===== config.mk =====
export PLATFORM = sky130hd
export DESIGN_NAME = fractal_sync_cnt_local_rf
export DESIGN_NICKNAME = d
export VERILOG_FILES = /design/src/rtl/fractal_sync_cnt_local_rf.sv
export SDC_FILE = /design/constraint.sdc
export NUM_CORES = 1
export LEC_CHECK = 0
export CAP_MARGIN = 15
export CORE_MARGIN = 2
export CORE_UTILIZATION = 30
export CTS_CLUSTER_DIAMETER = 200
export DETAILED_ROUTE_END_ITERATION = 6
export GPL_TIMING_DRIVEN = 0
export PLACE_DENSITY = 0.52
export SETUP_SLACK_MARGIN = 0.02
export SLEW_MARGIN = 25
export SYNTH_ARGS = -nofsm -noshare
export SYNTH_HDL_FRONTEND = slang
export SYNTH_SLANG_ARGS = --single-unit
export TNS_END_PERCENT = 50

===== constraint.sdc =====
create_clock -name clk_i -period 7.26 [get_ports clk_i]
set_clock_uncertainty 0.1 [all_clocks]
set_input_delay 0.726 -clock clk_i [delete_from_list [all_inputs] [get_ports clk_i]]
set_output_delay 0.726 -clock clk_i [all_outputs]
set_load 0.05 [all_outputs]

===== src/rtl/fractal_sync_cnt_local_rf.sv =====
// fractal_sync_cnt_local_rf: counting N-party local barrier register file with merged same-cycle arrivals
module fractal_sync_cnt_local_rf #(
    parameter int N_REGS         = 4,
    parameter int ID_WIDTH       = 3,
    parameter int N_PORTS        = 4,
    parameter int CNT_WIDTH      = 3,
    parameter int DEFAULT_TARGET = 2
) (
    input  logic                               clk_i,
    input  logic                               rst_i,
    input  logic [N_PORTS-1:0]                 req_i,
    input  logic [N_PORTS-1:0][ID_WIDTH-1:0]   id_i,
    output logic [N_PORTS-1:0]                 rsp_valid_o,
    output logic [N_PORTS-1:0]                 rsp_done_o,
    output logic [N_PORTS-1:0]                 rsp_err_o,
    input  logic                               cfg_we_i,
    input  logic [ID_WIDTH-2:0]                cfg_idx_i,
    input  logic [CNT_WIDTH-1:0]               cfg_target_i,
    output logic                               cfg_err_o,
    output logic [N_REGS-1:0]                  done_o,
    output logic [N_REGS-1:0]                  pending_o
);
    localparam int IW = ID_WIDTH - 1;
    localparam logic [IW:0] NR = (IW+1)'(N_REGS);
    logic [CNT_WIDTH-1:0] cnt    [N_REGS];
    logic [CNT_WIDTH-1:0] target [N_REGS];
    logic [CNT_WIDTH:0]   acc    [N_REGS];
    logic [N_REGS-1:0]    closed, blocked;
    logic [N_PORTS-1:0]   done_d, err_d;
    always_comb begin
        done_d = '0;
        err_d  = '0;
        for (int r = 0; r < N_REGS; r++) begin
            acc[r]     = {1'b0, cnt[r]};
            closed[r]  = 1'b0;
            blocked[r] = (target[r] == '0) || (cfg_we_i && cfg_idx_i == IW'(r));
        end
        // ascending port order: the port reaching target completes, later ones are excess
        for (int p = 0; p < N_PORTS; p++) begin
            if (req_i[p]) begin
                err_d[p] = 1'b1;
                for (int r = 0; r < N_REGS; r++) begin
                    if (id_i[p][ID_WIDTH-1:1] == IW'(r) && !blocked[r] && !closed[r]) begin
                        err_d[p] = 1'b0;
                        if (acc[r] + (CNT_WIDTH+1)'(1) == {1'b0, target[r]}) begin
                            done_d[p] = 1'b1;
                            closed[r] = 1'b1;
                        end else begin
                            acc[r] = acc[r] + (CNT_WIDTH+1)'(1);
                        end
                    end
                end
            end
        end
    end
    always_comb begin
        for (int r = 0; r < N_REGS; r++) pending_o[r] = cnt[r] != '0;
    end
    always_ff @(posedge clk_i) begin
        if (rst_i) begin
            rsp_valid_o <= '0;
            rsp_done_o  <= '0;
            rsp_err_o   <= '0;
            done_o      <= '0;
            cfg_err_o   <= 1'b0;
            for (int r = 0; r < N_REGS; r++) begin
                cnt[r]    <= '0;
                target[r] <= CNT_WIDTH'(DEFAULT_TARGET);
            end
        end else begin
            rsp_valid_o <= req_i;
            rsp_done_o  <= done_d;
            rsp_err_o   <= err_d;
            done_o      <= closed;
            cfg_err_o   <= cfg_we_i && ({1'b0, cfg_idx_i} >= NR);
            for (int r = 0; r < N_REGS; r++) begin
                if (cfg_we_i && cfg_idx_i == IW'(r)) begin
                    target[r] <= cfg_target_i;
                    cnt[r]    <= '0;
                end else begin
                    cnt[r] <= closed[r] ? '0 : acc[r][CNT_WIDTH-1:0];
                end
            end
        end
    end
endmodule

-- Word level (Yosys, flattened, before mapping)
Memory sizes are Yosys's and may differ from the RTL's.
Cells that the tools add are included.
- register bits: 16
- RAM bits: 24
- input bits: 24
- output and inout bits: 21
- word-level logic and storage cells: 296
- memories: 2
- memory list (memory ; depth ; bits a word ; rd ports ; clocked after memory_dff ; wr ports ; RTL line ; source):
    cnt ; 4 ; 3 ; 4 ; 0 ; 4 ; 25 ; logic [CNT_WIDTH-1:0] cnt [N_REGS];
    target ; 4 ; 3 ; 4 ; 0 ; 4 ; 26 ; logic [CNT_WIDTH-1:0] target [N_REGS];
- add/sub/neg operators: 16
- equal/unequal tests: 31
- multiplexer cells: 148
- bitwise gates (word level): 16
- reductions and logical operators: 73
- operator list (operator ; count):
    two-way mux 4 bit ; 34
    two-way mux 1 bit ; 92
    == test 4 x 3 -> 1 bit ; 16
    two-way mux 3 bit ; 18
    adder 4 x 1 -> 4 bit (second input constant) ; 12
    two-way mux 16 bit ; 3
    logical AND 1 bit ; 32
    == test 2 bit (second input constant) ; 10
    OR reduction 5 bit ; 4
    adder 3 x 1 -> 4 bit (second input constant) ; 4
    zero test 1 bit ; 16
    two-way mux 15 bit ; 1
    zero test 3 bit ; 4
    OR 1 bit ; 12
    nonzero test 3 bit ; 4
    == test 2 x 1 -> 1 bit (second input constant) ; 5
    zero test 2 bit ; 5
    OR reduction 2 bit ; 4
    logical OR 1 bit ; 4
    inverter 1 bit ; 4

-- Longest topological paths before layout
- depth in word-level cells: 27
- mapped depth: 32
- depth with buffers taken out: 31

-- Worst setup path before layout
No wires, ideal clock.
- path kind: input -> register
- from: input id_i[2] in the netlist's numbering
- to: memory cnt[0][2], data pin
- arrival time: 7340 ps
- data required time: 7014 ps
- path slack: -326 ps
- cell stages on the path: 29
- path through: buf_6 > or3b_4 > nor3_1 > o21ai_1 > xnor2_1 > inv_1 > ha_1 > xnor2_1 > nand3_1 > or4_4 > nand2_1 > mux2_2 > ha_1 > or3_2 > a211oi_1 > a41oi_1 > nand4b_1 > and2_4 > buf_6 > mux2_2 > ha_1 > xor2_1 > a32o_1 > a221oi_1 > a211oi_1 > mux2i_1 > o211ai_2 > or3_1 > a21oi_1
- RTL lines (item ; RTL line ; source):
    start, declared ; 12 ; input logic [N_PORTS-1:0][ID_WIDTH-1:0] id_i,
    end, declared ; 25 ;

==> impl_summary.txt <==
----------------------------------------------------
[Status]
  Status ... finished clean

[Power]
  PD cells ... 194 mW/mm^2
  Leak ... 0.00266 uW
  Maximum resistive drop on vdd ... 125 uV

[Synth]
  Fraction of post-synthesis cell area in the top cell type by area ... 13.4%
  Count of cell types in the netlist ... 84
  Count of synthesis-stage warnings from yosys ... 0
  Count of mapped cells out of synthesis ... 679
  Post-synthesis sequential element count ... 40
  Fraction of the yosys area taken by sequential cells ... 19.4%
  Synth area leaders ... sky130_fd_sc_hd__edfxtp_1 (13%), sky130_fd_sc_hd__xnor2_1 (8.6%), sky130_fd_sc_hd__dfxtp_1 (6.0%), sky130_fd_sc_hd__ha_1 (4.7%), sky130_fd_sc_hd__xor2_1 (4.4%)
  Post-synthesis cell type with the largest combined area ... sky130_fd_sc_hd__edfxtp_1
  EDFF count, synth ... 24
  Top FF cell, synth ... sky130_fd_sc_hd__edfxtp_1
  Fraction of registers with async set or reset after synthesis ... 0%
  Syn Std Cell Area ... 0.00537 sq mm
  Mean instance size in the synthesized netlist ... 7.91 sq um

[Floorplan]
  X dimension of the die ... 138 um
  Height of the die ... 138 um
  Number of top-level pins ... 45
  Standard-cell row count ... 48
  Initial standard-cell utilization of the core ... 30.8%
  Area enclosed by the die boundary ... 0.0190 sq mm
  Core region area ... 0.0174 sq mm

[Detailed routing]
  DR DRC count ... 0
  Post-Route WL ... 17300 um
  Iteration count of the initial detailed-routing pass ... 6
  Avg WL per Cell ... 17.2 um
  Average vias per placed instance ... 5.50
  DR vias ... 5547
  Final ANT Viol Nets ... 0
  DRT iter0 DRCs ... 391

[CTS]
  # H-tree levels ... 2
  Maximum root-to-sink buffer count ... 2
  Clock tree from TritonCTS ... built
  Clk root buf ... sky130_fd_sc_hd__clkbuf_16
  Clk sinks ... 40
  Clock transition at the registers of the reported paths ... 0.07 ns
  Number of buffers created by CTS ... 5
  Clock Latency Late Sink ... 0.30 ns

[STA]
  Max Clock Freq ... 141 MHz
  Setup-failing EPs final ... 0
  Hold Vio Cnt, Final ... 0
  Worst Max-Slew Pin Slew ... 0.782 ns
  Crit share post-route ... 97.6%
  Min Tclk post-route ... 7.09 ns
  Rel. slew slack ... 47.5%
  Number of pins exceeding their max-slew limit in the final report ... 0

[Cells and area]
  Final cell count without fillers ... 1008
  Synth-to-Final Area Change ... 32.3%
  Final antenna diode count ... 0
  Final cell utilization of the core ... 40.8%
  Commonest cells after routing, fill and taps aside ... sky130_fd_sc_hd__nor2_1 (61), sky130_fd_sc_hd__buf_4 (56), sky130_fd_sc_hd__nand2_1 (52)
  Sequential standard cell area ... 0.00104 sq mm
  Area taken by multi-input logic gates ... 0.00463 sq mm
  Most common cell after layout, fill and taps aside ... sky130_fd_sc_hd__nor2_1
  Fillcell total ... 1788
  Layout cells sized above 1 ... 22.3%
  Design area ... 0.00711 sq mm
  Final Net Count ... 826

[Worst setup path]
  Largest stage delay on the critical path ... 0.56 ns
  CP Data Arrival Time ... 7.15 ns
  Worst Setup End Kind ... register
  Setup CP Type ... input port to register
  Req. time, crit path ... 7.32 ns
  Startpoint class of the critical path ... input port
  Biggest fanout along the worst timing path ... 6
  Slowest stage cell, crit path ... sky130_fd_sc_hd__or4_4

[GRT]
  Initial antenna violation count ... 0
  All-Layer GR Usage ... 18.2%
  GR Overflow Total ... 0
  Vias in the first global route ... 5302
  Global-route wire length before repair ... 27100 um
  Pin count of the biggest net entering global routing ... 15

[Place]
  Count of input and output buffers ... 38
  Inst Count DP ... 953
  Half-perimeter wire length after placement ... 13200 um
  Post-placement cell area ... 0.00616 sq mm
  Last weighted congestion value of the routability-driven placer ... 0.921

[Run]
  Count of maximum capacitance violations ... 0

[Worst hold path]
  Hold Path Class ... input port to register

----------------------------------------------------
==> power breakdown <==
group / total, uW / switching (uW) / internal [uW] / leakage, uW
logic: 829 / 460 / 369 / 0.00221
clock network: 269 / 106 / 164 / 0.0000840
registers: 281 / 19.8 / 261 / 0.000372
==> synthesized netlist by cell type (all sizes together) (6+ instances only) <==
| library cell | n |
|---|---|
| a211oi | 12 |
| a21oi | 19 |
| o21ai | 30 |
| clkbuf | 14 |
| o21a | 10 |
| nor2b | 12 |
| or2 | 6 |
| nand2 | 57 |
| nor2 | 61 |
| nand3 | 29 |
| o211ai | 8 |
| and2 | 22 |
| and3 | 14 |
| nand2b | 13 |
| buf | 10 |
| nand4 | 8 |
| a211o | 7 |
| edfxtp | 24 |
| mux2i | 13 |
| a31oi | 14 |
| nor3 | 21 |
| or3 | 9 |
| ha | 20 |
| xnor2 | 53 |
| dfxtp | 16 |
| xor2 | 27 |
| inv | 34 |
| mux2 | 11 |
==> cell families (layout without fill, tap and decap cells) <==
family,count (synthesis),after routing,synth area share (%)
simple gates,290,290,28.9
compound gates,159,159,22.1
xor+xnor,85,85,15.1
buf+inv,58,151,4.52
flops,40,40,19.4
mux,25,25,5.15
fa+ha+maj,20,20,4.66
other cells,2,13,0.140
==> layer usage <==
| layer | track usage [%] | routed length (um) | vias up |
|---|---|---|---|
| li1 | - | - | 2693 |
| met1 | 25.1 | 8040 | 2665 |
| met2 | 29.9 | 8080 | 170 |
| met3 | 2.87 | 950 | 19 |
| met4 | 4.20 | 263 | 0 |
| met5 | 0 | 0 | - |
==> worst max-delay path, delay by kind of cell <==
kind,cells,cell delay [ns]
fa+ha+maj,3,0.68
compound gates,7,1.40
xor+xnor,2,0.30
buf+inv,3,0.40
simple gates,10,2.42
mux,4,1.21
==> through the flow <==
| step | setup TNS (ns) | hold slack [ns] | power (uW) | worst slack (ns) |
|---|---|---|---|---|
| floorplan | 0 | 0.713 | 790 | 0.0263 |
| global placement | -16.66 | 0.873 | 933 | -1.60 |
| detailed placement | -17.47 | 0.874 | 943 | -1.52 |
| CTS | 0 | 0.560 | 1300 | 0.0221 |
| global route | -0.0902 | 0.573 | 1470 | -0.0320 |
| finish | 0 | 0.566 | 1380 | 0.172 |
==> layout make-up <==
cell class                      count  share of cell area [%]
Clock inverter                      3                   0.669
Sequential cell                    40                    14.6
Timing Repair Buffer               90                    10.6
Buffer                             19                    1.48
Inverter                           34                    1.80
Clock buffer                        5                    1.76
Multi-Input combinational cell    592                    65.1
Tap cell                          225                    3.96
==> timing repair <==
item,CTS,global route
pin swaps,19,36
buffers inserted,26,26
resized for setup,49,52
hold buffers,0,0
endpoints found under the setup margin,13,16
==> path summary, 6_finish.rpt <==
kind / end / start / cells after the start / slack (ns)
max: cnt[0][1]$_SDFFCE_PP0P_ / id_i[1] / 29 / 0.17
min: rsp_done_o[0]$_SDFF_PP0_ / id_i[2] / 2 / 0.57
max reg2reg: cnt[0][1]$_SDFFCE_PP0P_ / cnt[0][0]$_SDFFCE_PP0P_ / 29 / 0.19
min reg2reg: rsp_done_o[1]$_SDFF_PP0_ / cnt[2][2]$_SDFFCE_PP0P_ / 5 / 1.09
==> sequential cells by signal (all words and copies together) (netlist names) <==
register	count
cnt	12
done_o	4
rsp_done_o	4
rsp_err_o	4
rsp_valid_o	4
target	12
(Power assumes the default switching activity.)
